File: src/rtl/uart_pkg.sv
// Shared UART definitions: receiver state encoding and default link timing.
package uart_pkg;

    // Receiver FSM states (3-bit encoding, values 5..7 are illegal)
    typedef enum logic [2:0] {
        IDLE      = 3'd0,
        START_BIT = 3'd1,
        DATA_BIT  = 3'd2,
        STOP_BIT  = 3'd3,
        WAIT_IDLE = 3'd4
    } rx_state_t;

    // Default link timing, shared with the transmitter
    localparam int DEFAULT_SYS_CLK_FREQUENCY = 50000000;
    localparam int DEFAULT_BAUD_RATE         = 9600;
    localparam int DEFAULT_CLKS_PER_BIT      = DEFAULT_SYS_CLK_FREQUENCY / DEFAULT_BAUD_RATE;

endpackage

File: src/rtl/sync_2ff.sv
// Two-flop synchroniser for a single asynchronous input; reset value selectable.
module sync_2ff #(
    parameter logic RESET_VALUE = 1'b1
) (
    input  logic clk,
    input  logic rst_n,
    input  logic din,
    output logic dout
);

    logic meta_reg;
    logic sync_reg;

    // Two back-to-back flops give metastability time before the value is used
    always_ff @(posedge clk or negedge rst_n) begin
        if (!rst_n) begin
            meta_reg <= RESET_VALUE;
            sync_reg <= RESET_VALUE;
        end else begin
            meta_reg <= din;
            sync_reg <= meta_reg;
        end
    end

    assign dout = sync_reg;

endmodule

File: src/rtl/uart_rx.sv
// 8N1 UART receiver, LSB first. Samples each bit at its midpoint, pulses
// RX_Valid for a good frame, RX_Frame_Err for a low stop bit, and refuses new
// frames until the line has returned high after a framing error.
module uart_rx
    import uart_pkg::*;
#(
    parameter int SYS_CLK_FREQUENCY = DEFAULT_SYS_CLK_FREQUENCY,
    parameter int BAUD_RATE         = DEFAULT_BAUD_RATE,
    parameter int CLKS_PER_BIT      = DEFAULT_CLKS_PER_BIT
) (
    input  logic       clk,
    input  logic       rst_n,
    input  logic       RX_In,
    output logic [7:0] RX_Out,
    output logic       RX_Valid,
    output logic       RX_Frame_Err,
    output logic       RX_Busy
);

    // Cycles from start-edge detection to the start-bit midpoint
    localparam int          HALF_BIT = (CLKS_PER_BIT - 1) / 2;
    localparam logic [31:0] HALF_CNT = 32'(HALF_BIT);
    localparam logic [31:0] LAST_CNT = 32'(CLKS_PER_BIT - 1);

    // Reject configurations where the midpoint arithmetic breaks down
    generate
        if (CLKS_PER_BIT < 4 || BAUD_RATE <= 0 || SYS_CLK_FREQUENCY < BAUD_RATE) begin : g_bad_cfg
            $error("uart_rx: invalid timing configuration");
        end
    endgenerate

    logic        rx_s;
    rx_state_t   state_reg,     state_next;
    logic [31:0] clk_count_reg, clk_count_next;
    logic [2:0]  bit_index_reg, bit_index_next;
    logic [7:0]  shift_reg,     shift_next;
    logic [7:0]  rx_out_reg,    rx_out_next;
    logic        valid_reg,     valid_next;
    logic        frame_err_reg, frame_err_next;

    // Line idles high, so the synchroniser resets to 1 to avoid a false start
    sync_2ff #(
        .RESET_VALUE (1'b1)
    ) u_sync_rx (
        .clk   (clk),
        .rst_n (rst_n),
        .din   (RX_In),
        .dout  (rx_s)
    );

    // State, counters, datapath and output strobes
    always_ff @(posedge clk or negedge rst_n) begin
        if (!rst_n) begin
            state_reg     <= IDLE;
            clk_count_reg <= '0;
            bit_index_reg <= '0;
            shift_reg     <= '0;
            rx_out_reg    <= '0;
            valid_reg     <= 1'b0;
            frame_err_reg <= 1'b0;
        end else begin
            state_reg     <= state_next;
            clk_count_reg <= clk_count_next;
            bit_index_reg <= bit_index_next;
            shift_reg     <= shift_next;
            rx_out_reg    <= rx_out_next;
            valid_reg     <= valid_next;
            frame_err_reg <= frame_err_next;
        end
    end

    // Next-state, bit sampling and strobe generation
    always_comb begin
        state_next     = state_reg;
        clk_count_next = clk_count_reg;
        bit_index_next = bit_index_reg;
        shift_next     = shift_reg;
        rx_out_next    = rx_out_reg;
        valid_next     = 1'b0;
        frame_err_next = 1'b0;

        case (state_reg)
            IDLE: begin
                clk_count_next = '0;
                bit_index_next = '0;
                if (!rx_s) begin
                    state_next = START_BIT;
                end
            end

            START_BIT: begin
                if (clk_count_reg == HALF_CNT) begin
                    clk_count_next = '0;
                    // Still low at mid-start: real frame; otherwise a glitch
                    state_next     = rx_s ? IDLE : DATA_BIT;
                end else begin
                    clk_count_next = clk_count_reg + 32'd1;
                end
            end

            DATA_BIT: begin
                if (clk_count_reg == LAST_CNT) begin
                    clk_count_next            = '0;
                    shift_next[bit_index_reg] = rx_s;
                    if (bit_index_reg == 3'd7) begin
                        state_next = STOP_BIT;
                    end else begin
                        bit_index_next = bit_index_reg + 3'd1;
                    end
                end else begin
                    clk_count_next = clk_count_reg + 32'd1;
                end
            end

            STOP_BIT: begin
                if (clk_count_reg == LAST_CNT) begin
                    clk_count_next = '0;
                    // Leaving at the stop midpoint keeps half a bit of margin
                    // for a start bit that follows immediately
                    if (rx_s) begin
                        rx_out_next = shift_reg;
                        valid_next  = 1'b1;
                        state_next  = IDLE;
                    end else begin
                        frame_err_next = 1'b1;
                        state_next     = WAIT_IDLE;
                    end
                end else begin
                    clk_count_next = clk_count_reg + 32'd1;
                end
            end

            WAIT_IDLE: begin
                clk_count_next = '0;
                bit_index_next = '0;
                // A held-low (break) line must not be read as a new start bit
                if (rx_s) begin
                    state_next = IDLE;
                end
            end

            default: begin
                state_next     = IDLE;
                clk_count_next = '0;
                bit_index_next = '0;
            end
        endcase
    end

    assign RX_Out       = rx_out_reg;
    assign RX_Valid     = valid_reg;
    assign RX_Frame_Err = frame_err_reg;
    assign RX_Busy      = (state_reg != IDLE);

endmodule

File: config.mk
export PLATFORM = sky130hd
export DESIGN_NAME = uart_rx
export DESIGN_NICKNAME = d
export VERILOG_FILES = /design/src/rtl/uart_pkg.sv /design/src/rtl/sync_2ff.sv /design/src/rtl/uart_rx.sv
export SDC_FILE = /design/constraint.sdc
export NUM_CORES = 1
export LEC_CHECK = 0
export BUFFER_PORTS_ARGS = -buffer_cell sky130_fd_sc_hd__buf_4
export CORE_UTILIZATION = 61
export CTS_CLUSTER_DIAMETER = 40
export DETAILED_ROUTE_END_ITERATION = 10
export PLACE_DENSITY = 0.76
export SLEW_MARGIN = 20
export SYNTH_ARGS = -nofsm -noshare
export SYNTH_HDL_FRONTEND = slang
export SYNTH_SLANG_ARGS = --single-unit
File: constraint.sdc
create_clock -name clk -period 2.2 [get_ports clk]
set_input_delay 0.11 -clock clk [delete_from_list [all_inputs] [get_ports clk]]
set_output_delay 0.11 -clock clk [all_outputs]
set_load 0.05 [all_outputs]
==> metrics.csv, run 1 <==
metric;value;unit
ys_warn_count;0;
outcome;finished with violations;
hold_viol;0;
synth.distinct_cells;41;
largest_reg_flops;32;
cts_made_buffers;9;
vias_per_cell;5.92;
dieWidth;71.2;um
die_y;71.2;um
final_core_util;74.6;%
drv_cap;0;
synth_top_area_share;48.0;%
synth_area_leaders;dfrtp_1, xor2_1, mux2_2;
grt_setup_unrepaired;false;
wirelength;5440;um
drt_iter0_drc;90;
fmax;485;MHz
drc;3;
endpoint_kind;register;
syn_area_per_cell;10.6;um^2
setup_violations;0;
multi_input_comb_area;1370;um^2
grt_pass1_vias;1976;
ys_seq_area_share;49.8;%
htreeDepth;3;
nets;302;
dieArea;5070;um^2
maxSlewHeadroom;52.3;%
skew;0.00853;ns
nFillCells;309;
vias;2088;
peakVddDrop;817;uV
rrSetupSlack;0.14;ns
ys.flop_type;dfrtp_1;
violations;DRC;
synth_most_common_cell;dfrtp_1;
grt_max_degree;59;
grt-ovfl-total;0;
crit_fanout;8;
portBuffers;13;
layout-drive-gt1-share;21.9;%
cp-start-kind;register;
wl_per_cell;15.4;um
synth_seq_cells;58;
hp-class;input pin to async pin;
gp_congestion;0.770;
core;4470;um^2
track_usage;24.3;%
path_clk_slew;0.07;ns
antenna_found_initial;0;
required;2.42;ns
clk-insertion-delay-late;0.34;ns
cts_tree;built;
crit_arrival;2.28;ns
initial_utilization;65.3;%
critPathKind;register to register;
grt_pass1_wl;9260;um
syn_area;2920;um^2
hpwl;3530;um
synthArstFlopShare;100;%
finalCritPeriodShare;93.7;%
root_buffer;clkbuf_8;
drtAntennaViolNets;0;
antenna_cells;0;
cts_num_sinks;58;
synth-edff-count;0;
syn_to_final_growth;14.4;%
post_cts_buffers;0;
synthTopCellsByCount;dfrtp_1, nor2_1, xor2_1;
cts_max_path_buffers;2;
syn_inst;276;
yosys.area.top_type;dfrtp_1;
firstDrtPassIters;10;
period_minus_slack;2.06;ns
io-pin-count;14;
tightest_slew;0.716;ns
core.rowCount;24;
power_leakage;1.57;nW
slew_viol_final;0;
synth_nets;282;
fin_tns_setup;0;ns
powerDensity;649;nW/um^2
seq_area;1450;um^2
-- routing by layer --
metal	GRT usage, %	up-vias	wire length [um]
met3	5.70	9	223
met4	12.7	0	92
met5	0	-	0
met1	30.8	1016	2400
met2	39.0	47	2720
li1	-	1016	-
-- cells in the final DEF (no fill, tap or decap), drive strengths merged, types with 2 or more instances in the layout --
master and count:
clkinv 4, nor3 4, xnor2 6, buf 24, nand2 14, nor4 7, inv 5, a31oi 2
clkbuf 10, nand3 16, and2 5, nand3b 2, ha 3, dlygate4sd3 2, dfrtp 56, nor2 42
nand4b 2, or4 2, bufinv 2, nor4b 4, and4 7, nand4bb 2, and3 7, nand4 16
dfstp 2, nor3b 2, mux2 16, xor2 25, o211ai 2
-- final timing paths --
kind,cells after the start,startpoint,to
worst min-delay path,2,rst_n,bit_index_reg[0]$_DFFE_PN0P_
worst max-delay path,6,clk_count_reg[0]$_DFF_PN0_,RX_Out[0]$_DFFE_PN0P_
max in group asynchronous,2,rst_n,clk_count_reg[18]$_DFF_PN0_
min in group clk,0,u_sync_rx.meta_reg$_DFF_PN1_,u_sync_rx.dout$_DFF_PN1_
worst min register to register,0,u_sync_rx.meta_reg$_DFF_PN1_,u_sync_rx.dout$_DFF_PN1_
worst max register to register,6,clk_count_reg[0]$_DFF_PN0_,RX_Out[0]$_DFFE_PN0P_
-- cell families after synthesis --
| group | after synthesis | synth area share (%) |
|---|---|---|
| and+or+nand+nor | 134 | 26.8 |
| DFF | 58 | 49.8 |
| xor gates and xnor gates | 31 | 9.30 |
| buffers and inverters | 22 | 3.30 |
| muxes | 16 | 6.17 |
| AOI/OAI and AO/OA | 12 | 3.34 |
| adders and majority gates | 3 | 1.29 |
-- where the power goes --
group | internal [W] | total (W) | switching [W]
logic | 0.00000521 | 0.0000258 | 0.0000205
clock network | 0.000660 | 0.00107 | 0.000408
registers | 0.00107 | 0.00107 | 0.00000378
-- through the flow --
stage	cells	setup WS, ns	hold WS (ns)	area, um^2	total power (W)
global placement	335	0.0589	0.207	3100	0.00112
detailed placement	335	0.0307	0.215	3100	0.00112
floorplan	276	0.182	-0.186	2920	0.00109
global route	353	0.0489	0.366	3340	0.00224
finish	353	0.139	0.356	3340	0.00217
CTS	353	0.0223	0.362	3340	0.00220
-- final cells by class --
cell class,count,area share (%)
sequential,58,43.5
multi-input combinational,196,41.1
timing repair buffer,26,6.37
clock buffer,10,4.12
clock inverter,6,2.40
tap,52,1.95
inverter,5,0.562
-- repair_timing --
action / 4_1_cts / 5_1_grt
endpoints found under the setup margin: 0 / 8
hold buffers: 2 / 0
resized for setup: 0 / 1
endpoints found under the hold margin: 57 / 0
-- worst max-delay path, stage by stage (launching register included) --
cell	delay, ns
dfrtp_1	0.39
ha_1	0.19
nor4b_2	0.23
and4_4	0.29
and3_1	0.18
and3_2	0.31
mux2_2	0.36
Power figures use the tool's default switching activity.
==> run 2: changes to the inputs <==
--- a/config.mk
+++ b/config.mk
@@ -6,10 +6,10 @@
 export NUM_CORES = 1
 export LEC_CHECK = 0
 export BUFFER_PORTS_ARGS = -buffer_cell sky130_fd_sc_hd__buf_4
-export CORE_UTILIZATION = 61
+export CORE_UTILIZATION = 65
 export CTS_CLUSTER_DIAMETER = 40
 export DETAILED_ROUTE_END_ITERATION = 10
-export PLACE_DENSITY = 0.76
+export PLACE_DENSITY = 0.81
 export SLEW_MARGIN = 20
 export SYNTH_ARGS = -nofsm -noshare
 export SYNTH_HDL_FRONTEND = slang
==> constraint.sdc (replaced) <==
create_clock -name clk -period 2.5 [get_ports clk]
set_input_delay 0.125 -clock clk [delete_from_list [all_inputs] [get_ports clk]]
set_output_delay 0.125 -clock clk [all_outputs]
set_load 0.05 [all_outputs]
==> run 2 against run 1 <==
The run now ends clean; cell area shrank 2.3%; flip-flop and latch count is the same; sequential power fell by 12%; sequential share of layout area rose by 1.0 points; hold slack barely moved; non-clock buffer count is 7 lower; cell count down 2.0%; core utilization grew 0.80 points; fmax down 3.5%; register-to-register slack better by 0.23 ns; wire length fell by 0.75%; critical path type unchanged.
==> metrics.csv, run 2 (synthesis results as in run 1) <==
metric;value;unit
vias;2112;
tightest_slew;0.714;ns
mostFrequentLayoutCell;dfrtp_1;
wl_met3;211;um
gp_congestion;0.822;
r2r_cells;5;
power;0.00181;W
grt_pass1_wl;9560;um
hold_ws;0.355;ns
antenna_found_initial;0;
p_int;0.00140;W
wl_per_cell;15.6;um
initial_utilization;67.5;%
seq_power_share;52.3;%
rrSetupSlack;0.36;ns
power_frac_clock;46.4;%
crit_top_cell;and3_1;
finalCritPeriodShare;85.4;%
fin_tns_setup;0;ns
period_minus_slack;2.14;ns
layout_common_cells;dfrtp_1, nor2_1, xor2_1;
core;4320;um^2
critPathKind;register to register;
design_area;3260;um^2
cp_slowest_cell;dfrtp_1;
place_area;3050;um^2
cts_made_buffers;9;
crit_arrival;2.36;ns
crit_fanout;8;
cts_num_sinks;58;
outcome;completed;
crit_end;RX_Out[0]$_DFFE_PN0P_;
drt-met1-wl;2330;um
powerDensity;554;nW/um^2
cts_max_path_buffers;2;
drtAntennaViolNets;0;
maxSlewHeadroom;52.4;%
track_usage;25.6;%
fmax;468;MHz
cts_tree;built;
dr_wl_met2;2760;um
firstDrtPassIters;4;
top_layer_used;met4;
drv_cap;0;
nets;295;
vias_per_cell;6.10;
p_sw;0.000403;W
antenna_cells;0;
grt_setup_unrepaired;false;
crit_buf_inv;0;
skew;0.0102;ns
core.rowCount;24;
hold_viol;0;
cp_num_cells;5;
cts-resized-gates;0;
path_clk_slew;0.07;ns
hp-class;register to register;
layout-drive-gt1-share;19.7;%
cp_top_family;simple AND/OR/NAND/NOR gates;
grt_max_degree;59;
clk-insertion-delay-late;0.35;ns
required;2.73;ns
io-pin-count;14;
setup_violations;0;
drc;0;
reg2reg_from;clk_count_reg[15]$_DFF_PN0_;
largest_reg_flops;32;
switching_share;22.3;%
instances_no_fill;346;
regToRegEndpoint;RX_Out[0]$_DFFE_PN0P_;
htreeDepth;3;
slowest_delay;0.42;ns
post_cts_buffers;0;
drt_iter0_drc;124;
die_y;69.0;um
comb_power_share;1.3;%
cp-start-kind;register;
hpwl;3530;um
dieWidth;69.0;um
power_leakage;1.52;nW
startpoint;clk_count_reg[15]$_DFF_PN0_;
syn_to_final_growth;11.7;%
dp.cells;328;
dieArea;4770;um^2
grt-ovfl-total;0;
peakVddDrop;411;uV
wirelength;5400;um
nFillCells;294;
endpoint_kind;register;
slew_viol_final;0;
grt_pass1_vias;2066;
crit_path_cell_trace;nor4_1, and4_4, and3_1, and3_1, mux2_2;
portBuffers;13;
root_buffer;clkbuf_8;
-- run 2: cell types whose count changed in the layout (fill, tap and decap cells not counted), sizes merged --
| cell | previous run | this run |
|---|---|---|
| clkinv | 4 | 5 |
| clkinvlp | 0 | 1 |
| clkbuf | 10 | 9 |
| bufinv | 2 | 1 |
| buf | 24 | 17 |
-- run 2: layout make-up --
| class | instances | area [um^2] | area share [%] |
|---|---|---|---|
| Sequential cell | 58 | 1450 | 44.6 |
| Multi-Input combinational cell | 196 | 1370 | 42.0 |
| Timing Repair Buffer | 19 | 160 | 4.91 |
| Clock buffer | 9 | 124 | 3.80 |
| Clock inverter | 7 | 70.1 | 2.15 |
| Tap cell | 52 | 65.1 | 1.99 |
| Inverter | 5 | 18.8 | 0.575 |
-- run 2: how the worst min path moves through the flow --
stage          slack (ns)  depth (start not counted)                         start                      endpoint
2_1_floorplan       -0.17                          0                         rst_n        RX_Frame_Err$_DFF_PN0_
3_3_place_gp         0.22                          1                         rst_n  bit_index_reg[2]$_DFFE_PN0P_
3_5_place_dp         0.22                          1                         rst_n  bit_index_reg[0]$_DFFE_PN0P_
4_1_cts              0.36                          0  u_sync_rx.meta_reg$_DFF_PN1_      u_sync_rx.dout$_DFF_PN1_
5_1_grt              0.36                          0  u_sync_rx.meta_reg$_DFF_PN1_      u_sync_rx.dout$_DFF_PN1_
6_report             0.36                          0  u_sync_rx.meta_reg$_DFF_PN1_      u_sync_rx.dout$_DFF_PN1_
-- run 2: repair_timing --
item / 4_1_cts / 5_1_grt
hold endpoints to repair: 57 / 0
hold buffers: 2 / 0
setup endpoints to repair: 0 / 0
-- run 2: power by group through the flow --
stage / clock network [W] / logic, W / registers, W
after floorplan: 0 / 0.00000259 / 0.000960
after global routing: 0.000896 / 0.0000273 / 0.000945
after CTS: 0.000858 / 0.0000238 / 0.000945
after detailed placement: 0 / 0.0000213 / 0.000962
final: 0.000839 / 0.0000227 / 0.000945
after global placement: 0 / 0.0000214 / 0.000962
-- run 2: metrics by stage --
step	util [%]	worst slack, ns
detailed placement	70.5	0.338
floorplan	-	0.482
CTS	75.4	0.332
global route	75.4	0.221
global placement	70.5	0.400
finish	75.4	0.365
-- run 2: per-layer routing --
metal / vias to the layer above / GRT usage [%]
met5: - / 0
met4: 0 / 10.7
met3: 8 / 7.60
met2: 50 / 41.1
met1: 1053 / 32.6
li1: 1001 / -
==> run 3: changes to the inputs <==
--- a/config.mk
+++ b/config.mk
@@ -9,6 +9,7 @@
 export CORE_UTILIZATION = 65
 export CTS_CLUSTER_DIAMETER = 40
 export DETAILED_ROUTE_END_ITERATION = 10
+export MAX_ROUTING_LAYER = met4
 export PLACE_DENSITY = 0.81
 export SLEW_MARGIN = 20
 export SYNTH_ARGS = -nofsm -noshare
==> run 3 against run 2 <==
Sequential share of layout area stayed put; wire length is 0.80% higher; clock skew hardly changed; sequential power hardly changed; power is 0.21% higher; critical path depth stayed put; critical endpoint unchanged; largest power group unchanged.
==> metrics.csv, run 3 (synthesis results as in run 1) <==
metric;value;unit
grt_setup_unrepaired;false;
crit_arrival;2.38;ns
cts_num_sinks;58;
firstDrtPassIters;4;
critPathKind;register to register;
skew;0.0105;ns
setup_violations;0;
maxSlewHeadroom;52.2;%
clk-insertion-delay-late;0.35;ns
layout_common_cells;dfrtp_1, nor2_1, xor2_1;
wirelength;5440;um
preCtsSetupSlack;0.338;ns
core;4320;um^2
outcome;completed;
cts_made_buffers;9;
io-pin-count;14;
grt-ovfl-total;0;
drtAntennaViolNets;0;
crit_fanout;8;
drv_cap;0;
cts_max_path_buffers;2;
grt_pass1_vias;2051;
power_leakage;1.52;nW
gp_congestion;0.834;
cts-resized-gates;0;
root_buffer;clkbuf_8;
htreeDepth;3;
hold_viol;0;
mostFrequentLayoutCell;dfrtp_1;
finalCritPeriodShare;85.7;%
antenna_cells;0;
nets;295;
place_area;3050;um^2
required;2.73;ns
dieWidth;69.0;um
vias_per_cell;6.00;
die_y;69.0;um
track_usage;26.5;%
period_minus_slack;2.14;ns
tightest_slew;0.717;ns
endpoint_kind;register;
drt_iter0_drc;172;
portBuffers;13;
fmax;466;MHz
layout-drive-gt1-share;19.7;%
grt_pass1_wl;9580;um
antenna_found_initial;0;
powerDensity;555;nW/um^2
dieArea;4770;um^2
peakVddDrop;411;uV
wl_per_cell;15.7;um
core.rowCount;24;
design_area;3260;um^2
fin_tns_setup;0;ns
initial_utilization;67.5;%
vias;2077;
drc;0;
largest_reg_flops;32;
cts_tree;built;
cp-start-kind;register;
slew_viol_final;0;
setup_slack;0.356;ns
grt_max_degree;59;
syn_to_final_growth;11.7;%
hpwl;3530;um
path_clk_slew;0.07;ns
nFillCells;294;
power;0.00181;W
hp-class;register to register;
-- run 3: metrics by stage --
step           instances  utilization [%]  hold slack (ns)
4_1_cts              346             75.4            0.357
6_report             346             75.4            0.355
3_3_place_gp         328             70.5            0.223
2_1_floorplan        276                -           -0.171
3_5_place_dp         328             70.5            0.219
5_1_grt              346             75.4            0.360
-- run 3: path summary, 6_finish.rpt --
kind	start	to	slack, ns	cells past startpoint
max reg2reg	clk_count_reg[15]$_DFF_PN0_	RX_Out[0]$_DFFE_PN0P_	0.36	5
min	u_sync_rx.meta_reg$_DFF_PN1_	u_sync_rx.dout$_DFF_PN1_	0.35	0
max	clk_count_reg[15]$_DFF_PN0_	RX_Out[0]$_DFFE_PN0P_	0.36	5
max in group asynchronous	rst_n	clk_count_reg[23]$_DFF_PN0_	1.65	2
min reg2reg	u_sync_rx.meta_reg$_DFF_PN1_	u_sync_rx.dout$_DFF_PN1_	0.35	0
min in group asynchronous	rst_n	bit_index_reg[0]$_DFFE_PN0P_	0.38	2
-- run 3: power by group --
part           internal (W)  leakage, nW   total, W  switching [W]
Combinational    0.00000458        0.630  0.0000229      0.0000183
Sequential         0.000941        0.789   0.000945     0.00000333
Clock              0.000457       0.0990   0.000842       0.000386
-- run 3: worst max-delay path: stages, from the launching register on --
cell,delay (ns)
dfrtp_1,0.42
nor4_1,0.35
and4_4,0.31
and3_1,0.18
and3_1,0.39
mux2_2,0.39
-- run 3: cell type report --
class / count / area [um^2] / area share [%]
Sequential cell: 58 / 1450 / 44.6
Multi-Input combinational cell: 196 / 1370 / 42.0
Inverter: 5 / 18.8 / 0.575
Clock inverter: 7 / 70.1 / 2.15
Tap cell: 52 / 65.1 / 1.99
Clock buffer: 9 / 124 / 3.80
Timing Repair Buffer: 19 / 160 / 4.91
-- run 3: per-layer routing --
metal	up-vias	part of all wire [%]	track usage [%]
li1	1000	-	-
met1	1017	43	32.6
met2	49	50	41.2
met3	11	3.9	8.04
met4	0	2.4	10.7
met5	-	0	-
-- run 3: what timing repair did --
item	CTS	global route
hold buffers	2	0
endpoints found under the hold margin	57	0
buffers inserted	0	0
